[src/rtl/fpmul_arbiter_pkg.sv]
// Shared constants and types for the fpmul sharing arbiter.
// Holds the operand width, the default multiplier latency, a couple of
// handy float constants and the in-flight tag record.
package fpmul_arbiter_pkg;

   // IEEE-754 single precision operand width
   localparam int FP_W = 32;

   // Default fpmul latency; must match the real multiplier instance
   localparam int FPMUL_LAT = 3;

   // Common float constants (1.0 and 2.0)
   localparam logic [31:0] FP_ONE = 32'h3F80_0000;
   localparam logic [31:0] FP_TWO = 32'h4000_0000;

   // Requester id field is wide enough for the largest supported NREQ (8)
   localparam int TAG_ID_W = 3;

   // One entry of the tag pipe that follows an operation through fpmul
   typedef struct packed {
      logic                vld;
      logic [TAG_ID_W-1:0] id;
   } tag_t;

endpackage

[src/rtl/fpmul_arbiter_rr.sv]
// Purely combinational round-robin arbiter.
// Grants the first set request bit found searching circularly upward
// from ptr.  Shared by any front end that time-multiplexes an fp unit.
module rr_arbiter #(
   parameter int N = 4
) (
   input  logic [N-1:0]         req,
   input  logic [$clog2(N)-1:0] ptr,
   output logic [N-1:0]         gnt,
   output logic [$clog2(N)-1:0] gnt_idx,
   output logic                 any
);

   int cand;

   // Circular priority search starting at ptr; first hit wins
   always_comb begin
      gnt     = '0;
      gnt_idx = '0;
      any     = 1'b0;
      cand    = 0;
      for (int off = 0; off < N; off++) begin
         cand = int'(ptr) + off;
         if (cand >= N) begin
            cand = cand - N;
         end
         if (!any && req[cand]) begin
            gnt[cand] = 1'b1;
            gnt_idx   = cand[$clog2(N)-1:0];
            any       = 1'b1;
         end
      end
   end

endmodule

[src/rtl/fpmul_arbiter.sv]
// Shares one pipelined fpmul among NREQ requesters.
// Each requester has a valid/ready operand channel and its own result
// register.  A round-robin arbiter issues at most one operand pair per
// cycle; a tag pipe running alongside the multiplier remembers who owns
// each product so it can be steered back to the right result register.
// Every requester may have only one operation outstanding at a time.
module fpmul_arbiter
   import fpmul_arbiter_pkg::*;
#(
   parameter int NREQ    = 4,
   parameter int MUL_LAT = FPMUL_LAT,
   parameter int W       = FP_W
) (
   input  logic              clk,
   input  logic              rst_n,
   input  logic [NREQ-1:0]   req_valid,
   output logic [NREQ-1:0]   req_ready,
   input  logic [NREQ*W-1:0] req_a,
   input  logic [NREQ*W-1:0] req_b,
   output logic [NREQ-1:0]   res_valid,
   input  logic [NREQ-1:0]   res_ready,
   output logic [NREQ*W-1:0] res_c,
   output logic [NREQ-1:0]   res_omu,
   output logic [W-1:0]      mul_a,
   output logic [W-1:0]      mul_b,
   input  logic [W-1:0]      mul_c,
   input  logic              mul_omu,
   output logic [NREQ-1:0]   busy
);

   localparam int PW = $clog2(NREQ);

   logic [PW-1:0]   rr_ptr_reg;
   logic [NREQ-1:0] busy_vec;
   logic [NREQ-1:0] elig;
   logic [NREQ-1:0] gnt;
   logic [PW-1:0]   gnt_idx;
   logic            gnt_any;
   logic [W-1:0]    sel_a;
   logic [W-1:0]    sel_b;
   logic [W-1:0]    mul_a_reg;
   logic [W-1:0]    mul_b_reg;
   tag_t            issue_tag;
   tag_t            last_tag;

   // Stage 0 travels with mul_a/mul_b; stage MUL_LAT lines up with the
   // multiplier output, so the capture happens MUL_LAT+1 edges after issue.
   tag_t            tag_reg [MUL_LAT+1];

   // A requester that is still waiting on (or holding) a result is never
   // offered the multiplier again.
   assign elig = req_valid & ~busy_vec;

   rr_arbiter #(
      .N (NREQ)
   ) u_rr (
      .req     (elig),
      .ptr     (rr_ptr_reg),
      .gnt     (gnt),
      .gnt_idx (gnt_idx),
      .any     (gnt_any)
   );

   // The grant is the ready; it only ever covers a valid, idle requester,
   // so a grant is always a transfer.
   assign req_ready = gnt;
   assign busy      = busy_vec;

   // Operand mux driven by the winning index
   assign sel_a = req_a[int'(gnt_idx)*W +: W];
   assign sel_b = req_b[int'(gnt_idx)*W +: W];

   // Build the tag that accompanies the operands into the multiplier
   always_comb begin
      issue_tag     = '0;
      issue_tag.vld = gnt_any;
      issue_tag.id  = TAG_ID_W'(gnt_idx);
   end

   // Operand registers feeding fpmul; zeros when nothing is issued
   always_ff @(posedge clk or negedge rst_n) begin
      if (!rst_n) begin
         mul_a_reg <= '0;
         mul_b_reg <= '0;
      end else if (gnt_any) begin
         mul_a_reg <= sel_a;
         mul_b_reg <= sel_b;
      end else begin
         mul_a_reg <= '0;
         mul_b_reg <= '0;
      end
   end

   assign mul_a = mul_a_reg;
   assign mul_b = mul_b_reg;

   // Round-robin pointer moves just past the requester that won
   always_ff @(posedge clk or negedge rst_n) begin
      if (!rst_n) begin
         rr_ptr_reg <= '0;
      end else if (gnt_any) begin
         if (gnt_idx == PW'(NREQ-1)) begin
            rr_ptr_reg <= '0;
         end else begin
            rr_ptr_reg <= gnt_idx + PW'(1);
         end
      end
   end

   // Free-running tag pipe; fpmul has no stall so neither does this.
   // Clearing it on reset drops every in-flight op, which also masks the
   // stale products that drain out of fpmul after reset is released.
   always_ff @(posedge clk or negedge rst_n) begin
      if (!rst_n) begin
         for (int s = 0; s <= MUL_LAT; s++) begin
            tag_reg[s] <= '0;
         end
      end else begin
         tag_reg[0] <= issue_tag;
         for (int s = 1; s <= MUL_LAT; s++) begin
            tag_reg[s] <= tag_reg[s-1];
         end
      end
   end

   assign last_tag = tag_reg[MUL_LAT];

   // Per-requester result register and busy flag
   for (genvar gi = 0; gi < NREQ; gi++) begin : g_req
      logic         res_vld_reg;
      logic [W-1:0] res_c_reg;
      logic         res_omu_reg;
      logic         busy_reg;
      logic         capture;
      logic         consume;

      // mul_c/mul_omu are only looked at when a live tag owned by us emerges
      assign capture = last_tag.vld && (last_tag.id == TAG_ID_W'(gi));
      assign consume = res_vld_reg && res_ready[gi];

      // Result capture / consume; data holds after consume until the next
      // product for this requester overwrites it.  Capture and consume
      // cannot coincide because only one op per requester is outstanding.
      always_ff @(posedge clk or negedge rst_n) begin
         if (!rst_n) begin
            res_vld_reg <= 1'b0;
            res_c_reg   <= '0;
            res_omu_reg <= 1'b0;
         end else if (capture) begin
            res_vld_reg <= 1'b1;
            res_c_reg   <= mul_c;
            res_omu_reg <= mul_omu;
         end else if (consume) begin
            res_vld_reg <= 1'b0;
         end
      end

      // Busy from the accept edge until the result is consumed; a new
      // request is therefore accepted no earlier than the following edge.
      always_ff @(posedge clk or negedge rst_n) begin
         if (!rst_n) begin
            busy_reg <= 1'b0;
         end else if (gnt[gi]) begin
            busy_reg <= 1'b1;
         end else if (consume) begin
            busy_reg <= 1'b0;
         end
      end

      assign res_valid[gi]       = res_vld_reg;
      assign res_c[gi*W +: W]    = res_c_reg;
      assign res_omu[gi]         = res_omu_reg;
      assign busy_vec[gi]        = busy_reg;
   end

endmodule
[config.mk]
export PLATFORM = sky130hd
export DESIGN_NAME = fpmul_arbiter
export DESIGN_NICKNAME = d
export VERILOG_FILES = /design/src/rtl/fpmul_arbiter_pkg.sv /design/src/rtl/fpmul_arbiter_rr.sv /design/src/rtl/fpmul_arbiter.sv
export SDC_FILE = /design/constraint.sdc
export NUM_CORES = 1
export LEC_CHECK = 0
export CAP_MARGIN = 20
export CORE_AREA = 2 2 195 197
export DETAILED_ROUTE_END_ITERATION = 16
export DIE_AREA = 0 0 197 199
export GPL_ROUTABILITY_DRIVEN = 0
export GPL_TIMING_DRIVEN = 0
export HOLD_SLACK_MARGIN = 0.12
export PLACE_DENSITY_LB_ADDON = 0.25
export SYNTH_ARGS = -nofsm -noshare
export SYNTH_HDL_FRONTEND = slang
export SYNTH_SLANG_ARGS = --single-unit
export TNS_END_PERCENT = 100
[constraint.sdc]
create_clock -name clk -period 2.28 [get_ports clk]
set_input_delay 0.228 -clock clk [delete_from_list [all_inputs] [get_ports clk]]
set_output_delay 0.228 -clock clk [all_outputs]
set_load 0.01 [all_outputs]
==> results.yml <==
run_status:
  status: "finished, violations left"
  violations: "setup timing"
synthesis:
  yosys_register_bits: 218
  synth_flop_cell: "dfrtp_1"
  post-synth-top-count-cell: "dfrtp_1"
  yosys_warnings: 0
  synth_cell_type_count: 33
  synthTopCellsByCount: "dfrtp_1, mux2_2, mux2i_1, nand2_1, clkbuf_1"
  ys_seq_area_frac: 0.539
  async_flop_share: 1.00
  synth_edf_count: 0
  synth_top_area_frac: 0.539
  synth_area_um2: 10100
  synth_area_leaders: "dfrtp_1, mux2_2, mux2i_1"
  syn-instance-count: 737
  syn_nets: 1044
  yosys.area.top_type: "dfrtp_1"
  avgSynthCellArea_um2: 13.7
route:
  ant_nets: 0
  drt_first_pass_iters: 4
  drt_iter0_drc: 238
  viasPerCell: 4.50
  drc: 0
  routed_wl_um: 39200
  vias: 8236
  wire_per_inst_um: 21.4
critical_path:
  rr_endpoint: "mul_b[20]"
  crit_path_top_delay_cell: "mux4_2"
  r2r_slack_ns: -0.24
  path_max_fanout: 5
  startpoint_type: "flip-flop"
  rr_worst_depth: 12
  crit_required_ns: 2.05
  cpLargestDelayFamily: "multiplexers"
  end_kind: "output pin"
  timing.rr.start: "rr_ptr_reg[0]"
  path_class: "reg -> out"
  cp_slowest_stage_delay_ns: 0.52
  cp.arrival_ns: 2.34
  worstPathBufferInverterCount: 1
  crit_chain: "nand2b_4 > mux4_2 > nor2b_4 > a221o_1 > buf_2"
pwr:
  power.density_nw_per_um2: 1650
  peakVddDrop_mv: 0.634
  p_leak_nw: 7.72
min_path:
  hp-class: "in -> reg"
  min_to: "g_req[2].res_vld_reg"
  min_path_cells: 2
  holdCritStartpoint: "res_ready[2]"
timing:
  slew_violations: 0
  slew_headroom: 0.365
  timing.fmax_ghz: 0.390
  finalCritPeriodShare: 1.13
  worst_slack_ns: -0.286
  final_hold_viol_count: 0
  worst_slew_pin_slew_ns: 0.953
  min_period_ns: 2.57
  grt_setup_unrepaired: "yes"
  setup_viol_count_final: 71
  skew_ns: 0.00672
cells_and_area:
  nets: 1641
  drive_gt1_frac: 0.306
  largest_reg_flops: 128
  area_delta_synth_final_pct: 81.5
  final_util: 0.495
global_route:
  grt_start_max_net_pins: 119
  track_usage: 0.196
  grt_overflow: 0
  grt_pass1_vias: 8660
  grt_pass1_wl_um: 56600
  antenna_found_initial: 2
floorplan:
  row_count: 71
  start_util: 0.273
  core_um2: 37100
  die_area_um2: 39200
  fp.dieW_um: 197
  ioPinCount: 507
  die_h_um: 199
run:
  maxCapViolations: 0
cts:
  cts_tree: "built"
  cts_buffers: 26
  path_clk_slew_ns: 0.06
  ctsHtreeMaxLevel: 1
  cts.sinks: 218
  clock_path_buffers: 3
  root_buffer: "clkbuf_16"
  clock_latency_ns: 0.53
placed_design:
  pre_cts_ws_ns: -1.13
  dpl.hpwl_um: 28800
  port_buffers: 506
## stage by stage
stage | power (mW) | cells | hold WS, ns | TNS, ns | cell area (um^2)
after floorplan | 14.6 | 737 | -0.0676 | -0.127 | 10100
after global placement | 21.3 | 1717 | 0.332 | -1962.55 | 15800
after detailed placement | 21.4 | 1719 | 0.335 | -37.20 | 15800
after CTS | 29.9 | 1818 | 0.259 | -11.15 | 18100
after global routing | 31.9 | 1829 | 0.296 | -19.07 | 18400
final | 30.3 | 1829 | 0.290 | -12.14 | 18400
## repair_timing
item,CTS,global route
resized for setup,207,29
endpoints found under the setup margin,72,86
setup buffers,44,10
gates cloned,11,1
pin swaps,11,2
hold endpoints to repair,100,0
hold buffers,1,0
## cell families after synthesis
logic type / after synthesis / synth area share
AO/OA/AOI/OAI: 26 / 0.0193
adder cells (fa/ha/maj): 8 / 0.00988
flip-flops: 218 / 0.539
buffers and inverters: 62 / 0.0388
multiplexers: 329 / 0.352
AND/OR/NAND/NOR: 94 / 0.0416
## layer usage
layer | global-route usage | wire [um]
met1 | 0.220 | 14600
met2 | 0.357 | 20400
met3 | 0.0587 | 3190
met4 | 0.0560 | 977
met5 | 0 | 0
## power by group
part / total, mW / internal, mW / switching, mW
registers: 6.81 / 5.93 / 0.875
clock network: 4.25 / 2.57 / 1.68
logic: 19.2 / 11.5 / 7.72
total: 30.3 / 20.0 / 10.3
## final cells by class
class                           count  area (um^2)
Antenna cell                        2         5.00
Buffer                             49          553
Clock buffer                       36          769
Clock inverter                     11          115
Fill cell                        3355        18700
Inverter                            8         40.0
Multi-Input combinational cell    457         4780
Sequential cell                   218         5460
Tap cell                          474          593
Timing Repair Buffer              574         6070
## how the worst max path moves through the flow
stage,from,end,slack [ns],cells after the start
final,g_req[0].busy_reg,req_ready[2],-0.29,5
after global routing,rr_ptr_reg[0],req_ready[1],-0.37,8
after CTS,g_req[1].busy_reg,req_ready[2],-0.32,5
after detailed placement,rr_ptr_reg[1],mul_a[22],-1.13,11
after global placement,rst_n,rr_ptr_reg[0],-9.68,1
after floorplan,rr_ptr_reg[1],mul_a[0],-0.006,11
## placed cells by master, fill, tap and decap left out, types with 6 or more instances in the layout
master / Yosys / layout
o21ai_0: 7 / 6
mux2i_2: 0 / 14
nand2_1: 70 / 60
clkdlybuf4s50_1: 0 / 501
buf_8: 1 / 9
mux2i_4: 0 / 18
mux2_2: 196 / 169
buf_6: 3 / 15
buf_16: 0 / 15
nand2_2: 0 / 10
mux2i_1: 131 / 99
buf_12: 3 / 25
clkbuf_16: 0 / 28
dfrtp_1: 218 / 214
ha_1: 8 / 7
buf_4: 17 / 37
clkbuf_8: 0 / 6
mux2_4: 0 / 27
clkbuf_1: 19 / 19
Power figures use the tool's default switching activity.
